[src/rtl/block_retrieve_buffer.sv]
// Ping-pong 64-coefficient block store between the inverse quantiser and the IDCT.
// Optional column-major drain order is selected with BLOCK_RETRIEVE_TRANSPOSE_EN.
module block_retrieve_buffer #(
    parameter int DATA_WIDTH   = 12,
    parameter int CLEAR_CYCLES = 64
) (
    input  logic                  clock,
    input  logic                  resetn,
    output logic                  Block_Retrieve_Ready_O,
    input  logic                  Block_Retrieve_Write_En_I,
    input  logic [5:0]            Block_Retrieve_Address_I,
    input  logic [DATA_WIDTH-1:0] Block_Retrieve_Data_I,
    input  logic                  Block_Retrieve_Waiting_I,
    output logic                  IDCT_Valid_O,
    input  logic                  IDCT_Ready_I,
    output logic [DATA_WIDTH-1:0] IDCT_Data_O,
    output logic [5:0]            IDCT_Index_O,
    output logic                  IDCT_Last_O,
    output logic                  Overflow_O
);

    typedef enum logic [1:0] {
        BANK_EMPTY,
        BANK_FILLING,
        BANK_FULL,
        BANK_DRAINING
    } bank_state_t;

    typedef enum logic {
        RD_IDLE,
        RD_STREAM
    } rd_state_t;

    // Handshake: a beat transfers on every clock edge where IDCT_Valid_O and
    // IDCT_Ready_I are both high; while Valid is high and Ready low, Data,
    // Index and Last are held unchanged and Valid does not drop.

    function automatic logic [5:0] drain_addr(input logic [5:0] c);
`ifdef BLOCK_RETRIEVE_TRANSPOSE_EN
        return {c[2:0], c[5:3]};
`else
        return c;
`endif
    endfunction

    logic [DATA_WIDTH-1:0] mem0 [64];
    logic [DATA_WIDTH-1:0] mem1 [64];

    bank_state_t           bank_q [2];
    bank_state_t           bank_d [2];
    rd_state_t             rd_state_q, rd_state_d;
    logic                  clearing_q;
    logic [5:0]            clear_cnt_q;
    logic                  fill_ptr_q, fill_ptr_d;
    logic                  drain_ptr_q, drain_ptr_d;
    logic                  other_ptr;
    logic                  waiting_q;
    logic                  ready_q, ready_d;
    logic                  overflow_q;
    logic [6:0]            rd_cnt_q, rd_cnt_d;
    logic                  valid_q, valid_d;
    logic [DATA_WIDTH-1:0] data_q;
    logic [5:0]            index_q;
    logic                  last_q;

    logic                  commit, wr_ok, commit_ok, accept, overflow_set;
    logic                  load, load_bank, clr_en;
    logic [5:0]            load_cnt, load_addr;
    logic                  we0, we1;
    logic [5:0]            addr0, addr1;
    logic [DATA_WIDTH-1:0] wdata0, wdata1;

    assign commit       = Block_Retrieve_Waiting_I & ~waiting_q;
    assign wr_ok        = Block_Retrieve_Write_En_I & ready_q;
    assign commit_ok    = commit & ready_q;
    assign overflow_set = (Block_Retrieve_Write_En_I | commit) & ~ready_q;
    assign accept       = valid_q & IDCT_Ready_I;
    assign other_ptr    = ~drain_ptr_q;
    assign load_addr    = drain_addr(load_cnt);

    always_comb begin
        bank_d      = bank_q;
        fill_ptr_d  = fill_ptr_q;
        drain_ptr_d = drain_ptr_q;
        rd_state_d  = rd_state_q;
        rd_cnt_d    = rd_cnt_q;
        valid_d     = valid_q;
        load        = 1'b0;
        load_bank   = drain_ptr_q;
        load_cnt    = rd_cnt_q[5:0];
        clr_en      = 1'b0;

        if (wr_ok && bank_q[fill_ptr_q] == BANK_EMPTY) begin
            bank_d[fill_ptr_q] = BANK_FILLING;
        end
        if (commit_ok) begin
            bank_d[fill_ptr_q] = BANK_FULL;
            fill_ptr_d         = ~fill_ptr_q;
        end

        case (rd_state_q)
            RD_IDLE: begin
                if (bank_q[drain_ptr_q] == BANK_FULL) begin
                    bank_d[drain_ptr_q] = BANK_DRAINING;
                    rd_state_d          = RD_STREAM;
                    rd_cnt_d            = '0;
                end
            end
            RD_STREAM: begin
                clr_en = accept;
                if (accept && last_q) begin
                    bank_d[drain_ptr_q] = BANK_EMPTY;
                    drain_ptr_d         = other_ptr;
                    // Chain straight into the other bank so the stream has no bubble.
                    if (bank_q[other_ptr] == BANK_FULL) begin
                        bank_d[other_ptr] = BANK_DRAINING;
                        load              = 1'b1;
                        load_bank         = other_ptr;
                        load_cnt          = '0;
                        rd_cnt_d          = 7'd1;
                    end else begin
                        rd_state_d = RD_IDLE;
                        valid_d    = 1'b0;
                    end
                end else if ((!valid_q || accept) && !rd_cnt_q[6]) begin
                    load     = 1'b1;
                    rd_cnt_d = rd_cnt_q + 7'd1;
                end
            end
            default: rd_state_d = RD_IDLE;
        endcase

        if (load) begin
            valid_d = 1'b1;
        end

        ready_d = !clearing_q &&
                  (bank_d[fill_ptr_d] == BANK_EMPTY || bank_d[fill_ptr_d] == BANK_FILLING);
    end

    // Bank write ports: the sweep owns both banks; otherwise fill and drain never share a bank.
    always_comb begin
        we0    = 1'b0;
        addr0  = index_q;
        wdata0 = '0;
        if (clearing_q) begin
            we0   = 1'b1;
            addr0 = clear_cnt_q;
        end else if (wr_ok && !fill_ptr_q) begin
            we0    = 1'b1;
            addr0  = Block_Retrieve_Address_I;
            wdata0 = Block_Retrieve_Data_I;
        end else if (clr_en && !drain_ptr_q) begin
            we0 = 1'b1;
        end

        we1    = 1'b0;
        addr1  = index_q;
        wdata1 = '0;
        if (clearing_q) begin
            we1   = 1'b1;
            addr1 = clear_cnt_q;
        end else if (wr_ok && fill_ptr_q) begin
            we1    = 1'b1;
            addr1  = Block_Retrieve_Address_I;
            wdata1 = Block_Retrieve_Data_I;
        end else if (clr_en && drain_ptr_q) begin
            we1 = 1'b1;
        end
    end

    always_ff @(posedge clock) begin
        if (resetn && we0) mem0[addr0] <= wdata0;
        if (resetn && we1) mem1[addr1] <= wdata1;
    end

    always_ff @(posedge clock) begin
        if (!resetn) begin
            bank_q[0]   <= BANK_EMPTY;
            bank_q[1]   <= BANK_EMPTY;
            rd_state_q  <= RD_IDLE;
            clearing_q  <= 1'b1;
            clear_cnt_q <= '0;
            fill_ptr_q  <= 1'b0;
            drain_ptr_q <= 1'b0;
            // An idle dequantiser held across reset must not look like a commit.
            waiting_q   <= 1'b1;
            ready_q     <= 1'b0;
            overflow_q  <= 1'b0;
            rd_cnt_q    <= '0;
            valid_q     <= 1'b0;
            data_q      <= '0;
            index_q     <= '0;
            last_q      <= 1'b0;
        end else begin
            if (clearing_q) begin
                clear_cnt_q <= clear_cnt_q + 6'd1;
                if (clear_cnt_q == 6'(CLEAR_CYCLES - 1)) clearing_q <= 1'b0;
            end
            bank_q      <= bank_d;
            rd_state_q  <= rd_state_d;
            fill_ptr_q  <= fill_ptr_d;
            drain_ptr_q <= drain_ptr_d;
            waiting_q   <= Block_Retrieve_Waiting_I;
            ready_q     <= ready_d;
            rd_cnt_q    <= rd_cnt_d;
            valid_q     <= valid_d;
            if (overflow_set) overflow_q <= 1'b1;
            if (load) begin
                data_q  <= load_bank ? mem1[load_addr] : mem0[load_addr];
                index_q <= load_addr;
                last_q  <= (load_cnt == 6'd63);
            end
        end
    end

    assign Block_Retrieve_Ready_O = ready_q;
    assign IDCT_Valid_O           = valid_q;
    assign IDCT_Data_O            = data_q;
    assign IDCT_Index_O           = index_q;
    assign IDCT_Last_O            = last_q;
    assign Overflow_O             = overflow_q;

endmodule
[config.mk]
export PLATFORM = sky130hd
export DESIGN_NAME = block_retrieve_buffer
export DESIGN_NICKNAME = d
export VERILOG_FILES = /design/src/rtl/block_retrieve_buffer.sv
export SDC_FILE = /design/constraint.sdc
export NUM_CORES = 2
export LEC_CHECK = 0
export ABC_AREA = 1
export CAP_MARGIN = 20
export CORE_MARGIN = 4
export CORE_UTILIZATION = 36
export DETAILED_ROUTE_END_ITERATION = 8
export PLACE_DENSITY = 0.6
export SYNTH_ARGS = -nofsm -noshare
export SYNTH_HDL_FRONTEND = slang
export SYNTH_SLANG_ARGS = --single-unit
[constraint.sdc]
create_clock -name clock -period 4.97 [get_ports clock]
set_clock_uncertainty 0.1 [all_clocks]
set_input_delay 0.994 -clock clock [delete_from_list [all_inputs] [get_ports clock]]
set_output_delay 0.994 -clock clock [all_outputs]
set_load 0.02 [all_outputs]
==> results.cfg <==
[power]
clock_power_share = 0.439
power.internal_mw = 21.0
irDropWorstVdd_v = 0.000285
power.switching_mw = 5.20
switching_share = 0.199
seqPwrFrac = 0.552
power_leakage_nw = 29.5
post-layout-total-power_mw = 26.2
power_per_cell_area_mw_per_mm2 = 340
power_frac_comb = 0.008

[clock_tree]
clock_tree_from_tritoncts = done
clock_tree_sinks = 1580
root_buffer = sky130_fd_sc_hd__clkbuf_16
cts.reportedPaths.clkPinSlew_ns = 0.07
cts_repair_resize_count = 0
post_cts_buffers = 0
cts_htree_levels = 4
cts-root-to-sink-buffers = 3
hold_buffers = 0
clock_latency_ns = 0.79
cts_buffers = 159

[synthesis]
syn-mean-instance-area_um2 = 10.9
synth-warning-count = 0
ys.flop_type = sky130_fd_sc_hd__edfxtp_1
yosys.cell_types.count = 38
seq_area_frac_synth = 0.695
postSynth.asyncResetShare = 0
mappedNetlistArea_mm2 = 0.0677
postSynthRegisterBits = 1580
syn-num-nets = 6262
post_synth_edffs = 1536
gate_count_post_synth = 6237

[global_routing]
via_count_of_the_first_global_routing_pass = 43700
grt_first_pass_wirelength_mm = 286
grt_usage = 0.195
overflow = 0
grt_antenna_before_repair = 4
grt_max_degree = 129

[routing]
initialDrtViolationCount = 5310
drtAntennaViolNets = 0
total_iterations_of_the_first_detailed_routing_run = 6
wl_per_cell_um = 21.6
drc = 0
detailroute.via_count = 45900
wirelength_mm = 193
vias_per_cell = 5.14

[sta]
max-slew-margin-rel = 0.227
slew_viols_final = 0
achievable-frequency_ghz = 0.265
worst_pin_slew_ns = 1.16
finalHoldWorstSlack_ns = 0.360
layout_worst_path_cycle_share = 0.758
setup_repair_after_global_routing_missed_its_margin = false
timing.final.hold_violations = 0
period_needed_ns = 3.77
setup_violations = 0

[placed_design]
place_hpwl_mm = 111
port_buffers = 44
gp_congestion = 0.869
place_area_mm2 = 0.0722

[final_layout]
areaGrowthSynthToFinish_pct = 13.9
final_area_mm2 = 0.0771
nFillCells = 17600
layout-drive-gt1-share = 0.0942
final_net_count = 6357
post-route-util = 0.414

[job]
max_cap_viol_count = 0

[setup_path]
startpoint_type = primary input
cpPeakStageDelay_ns = 0.52
worstPathCellList = clkdlybuf4s50_1 > nand3_2 > nor2_4 > nand3_4 > nand2_8 > buf_12 > buf_4 > nand2_1 > nand3_1 > nand2_1 > nand2_1 > nand2_1 > nor2_1 > nand2_1 > nand3_1 > nand3_1 > nand2_1 > a21oi_1
timing.reg2reg.worst_path_depth = 16
reg2reg_from = drain_ptr_q
critPathCaptureType = flip-flop
worst_ep_arrival_time_ns = 4.34
critical_path.reg2reg.endpoint = IDCT_Data_O[11]
worst-setup-path-type = primary input to flip-flop
crit_top_cell = sky130_fd_sc_hd__nand2_1
r2r_setup_slack_ns = 1.42
crit_slowest_cell = sky130_fd_sc_hd__clkdlybuf4s50_1
timing.critical_path.required_ns = 5.54
worstPathMaxFanout = 83

[die]
core_area_mm2 = 0.186
chipHeight_um = 442
die_width_um = 442
initial_core_util = 0.363
floorplan.die_area_mm2 = 0.195
core.rowCount = 158
boundaryPins = 45

[hold_path]
hold_end = Overflow_O
hold_path_class = flip-flop to flip-flop
holdCritStartpoint = Overflow_O
hold_path_depth = 2

[outcome]
run_status = finished, final reports clean
==> metal layers <==
layer  GRT usage  wire length (µm)  share of wire  vias up
met5           0                 0              0        -
met4      0.0598              5470          0.028        0
met3      0.0326             14700          0.076      290
met2       0.323             93000           0.48     1774
met1       0.263             80100           0.41    22500
li1            -                 -              -    21300
==> power by group through the flow <==
stage	clock, mW	combinational (mW)	sequential, mW
after floorplan	0	0.107	14.7
after detailed placement	0	0.219	14.7
final	11.5	0.221	14.4
after CTS	11.7	0.221	14.4
after global placement	0	0.218	14.7
after global routing	12.3	0.239	14.4
==> state kept, by name, summed over array words and instances (netlist names) <==
| register | count |
|---|---|
| clear_cnt_q | 6 |
| mem0 | 768 |
| drain_ptr_q | 1 |
| IDCT_Index_O | 6 |
| waiting_q | 1 |
| IDCT_Data_O | 12 |
| rd_state_q | 1 |
| rd_cnt_q | 7 |
| IDCT_Valid_O | 1 |
| bank_q | 4 |
| Block_Retrieve_Ready_O | 1 |
| IDCT_Last_O | 1 |
| mem1 | 768 |
| fill_ptr_q | 1 |
| clearing_q | 1 |
| Overflow_O | 1 |
==> through the flow <==
step / instances / setup WS, ns / TNS [ns]
2_1_floorplan: 6237 / -0.0418 / -26.73
3_3_place_gp: 8647 / 0.438 / 0
3_5_place_dp: 8647 / 0.417 / 0
4_1_cts: 8929 / 1.26 / 0
5_1_grt: 8933 / 1.01 / 0
6_report: 8934 / 1.20 / 0
==> cell usage in the layout, fill, tap and decap left out, types with 3 or more instances in the layout <==
master	count
sky130_fd_sc_hd__edfxtp_1	1536
sky130_fd_sc_hd__nor3_1	7
sky130_fd_sc_hd__a31oi_1	3
sky130_fd_sc_hd__dfxtp_1	42
sky130_fd_sc_hd__buf_4	204
sky130_fd_sc_hd__nor2_1	883
sky130_fd_sc_hd__a21oi_1	159
sky130_fd_sc_hd__nor2_4	7
sky130_fd_sc_hd__nor3_2	24
sky130_fd_sc_hd__buf_12	46
sky130_fd_sc_hd__nand3_1	765
sky130_fd_sc_hd__inv_1	709
sky130_fd_sc_hd__o21ai_1	46
sky130_fd_sc_hd__nand3b_1	84
sky130_fd_sc_hd__clkinvlp_4	3
sky130_fd_sc_hd__clkinv_2	24
sky130_fd_sc_hd__clkbuf_16	165
sky130_fd_sc_hd__nor2_2	3
sky130_fd_sc_hd__o21ai_0	285
sky130_fd_sc_hd__clkdlybuf4s50_1	44
sky130_fd_sc_hd__o211ai_1	39
sky130_fd_sc_hd__nand4_1	9
sky130_fd_sc_hd__o21a_1	4
sky130_fd_sc_hd__clkbuf_1	34
sky130_fd_sc_hd__nor3b_1	4
sky130_fd_sc_hd__clkinv_1	41
sky130_fd_sc_hd__o2111ai_1	72
sky130_fd_sc_hd__inv_6	10
sky130_fd_sc_hd__inv_2	7
sky130_fd_sc_hd__bufinv_16	8
sky130_fd_sc_hd__or2_2	95
sky130_fd_sc_hd__nand2_1	1068
==> synth_stat cells (5+ instances only) <==
| library cell | count | area share |
|---|---|---|
| sky130_fd_sc_hd__buf_1 | 36 | 0.0020 |
| sky130_fd_sc_hd__buf_6 | 7 | 0.0012 |
| sky130_fd_sc_hd__dfxtp_1 | 44 | 0.013 |
| sky130_fd_sc_hd__nor2_1 | 884 | 0.049 |
| sky130_fd_sc_hd__o2111ai_1 | 72 | 0.0093 |
| sky130_fd_sc_hd__edfxtp_1 | 1536 | 0.68 |
| sky130_fd_sc_hd__nand4_1 | 9 | 0.00083 |
| sky130_fd_sc_hd__nor2_2 | 5 | 0.00046 |
| sky130_fd_sc_hd__inv_2 | 6 | 0.00033 |
| sky130_fd_sc_hd__o21ai_1 | 46 | 0.0034 |
| sky130_fd_sc_hd__o211ai_1 | 39 | 0.0043 |
| sky130_fd_sc_hd__nand2_1 | 1069 | 0.059 |
| sky130_fd_sc_hd__or2_2 | 95 | 0.0088 |
| sky130_fd_sc_hd__a21oi_1 | 159 | 0.012 |
| sky130_fd_sc_hd__buf_4 | 16 | 0.0018 |
| sky130_fd_sc_hd__nor3_1 | 31 | 0.0023 |
| sky130_fd_sc_hd__o21ai_0 | 285 | 0.021 |
| sky130_fd_sc_hd__clkbuf_1 | 131 | 0.0073 |
| sky130_fd_sc_hd__inv_1 | 712 | 0.039 |
| sky130_fd_sc_hd__nand3b_1 | 84 | 0.0093 |
| sky130_fd_sc_hd__nand3_1 | 765 | 0.057 |
| sky130_fd_sc_hd__buf_2 | 168 | 0.012 |
==> area by class of cell <==
| type | instances | area [µm²] | share of cell area |
|---|---|---|---|
| Antenna cell | 1 | 2.50 | 0.0000325 |
| Clock buffer | 199 | 4260 | 0.0552 |
| Clock inverter | 83 | 613 | 0.00796 |
| Inverter | 720 | 2710 | 0.0351 |
| Multi-Input combinational cell | 3577 | 16500 | 0.214 |
| Sequential cell | 1580 | 47000 | 0.610 |
| Tap cell | 2480 | 3100 | 0.0403 |
| Timing Repair Buffer | 294 | 2890 | 0.0375 |
==> how the worst max path moves through the flow <==
stage	from	end	slack, ns	cells past startpoint
after floorplan	Block_Retrieve_Write_En_I	mem0[0][10]	-0.04	5
after global placement	IDCT_Ready_I	IDCT_Data_O[2]	0.44	18
after detailed placement	IDCT_Ready_I	IDCT_Data_O[2]	0.42	18
after CTS	IDCT_Ready_I	IDCT_Data_O[2]	1.26	18
after global routing	Block_Retrieve_Write_En_I	mem0[46][11]	1.01	8
final	IDCT_Ready_I	IDCT_Data_O[2]	1.20	18
==> critical path: cells and delay by family <==
kind / cells / cell delay, ns
buf+inv: 3 / 1.17
simple gates: 14 / 2.07
compound gates: 1 / 0.06
==> kinds of logic after synthesis <==
logic type               after synthesis  share of synthesized area
AND/OR/NAND/NOR                     2956                      0.188
flip-flops                          1580                      0.695
buffers and inverters               1080                     0.0647
AO/OA/AOI/OAI                        617                     0.0517
adder cells (fa/ha/maj)                2                   0.000370
XOR/XNOR                               1                   0.000129
multiplexers                           1                   0.000148
Power figures use the tool's default switching activity.
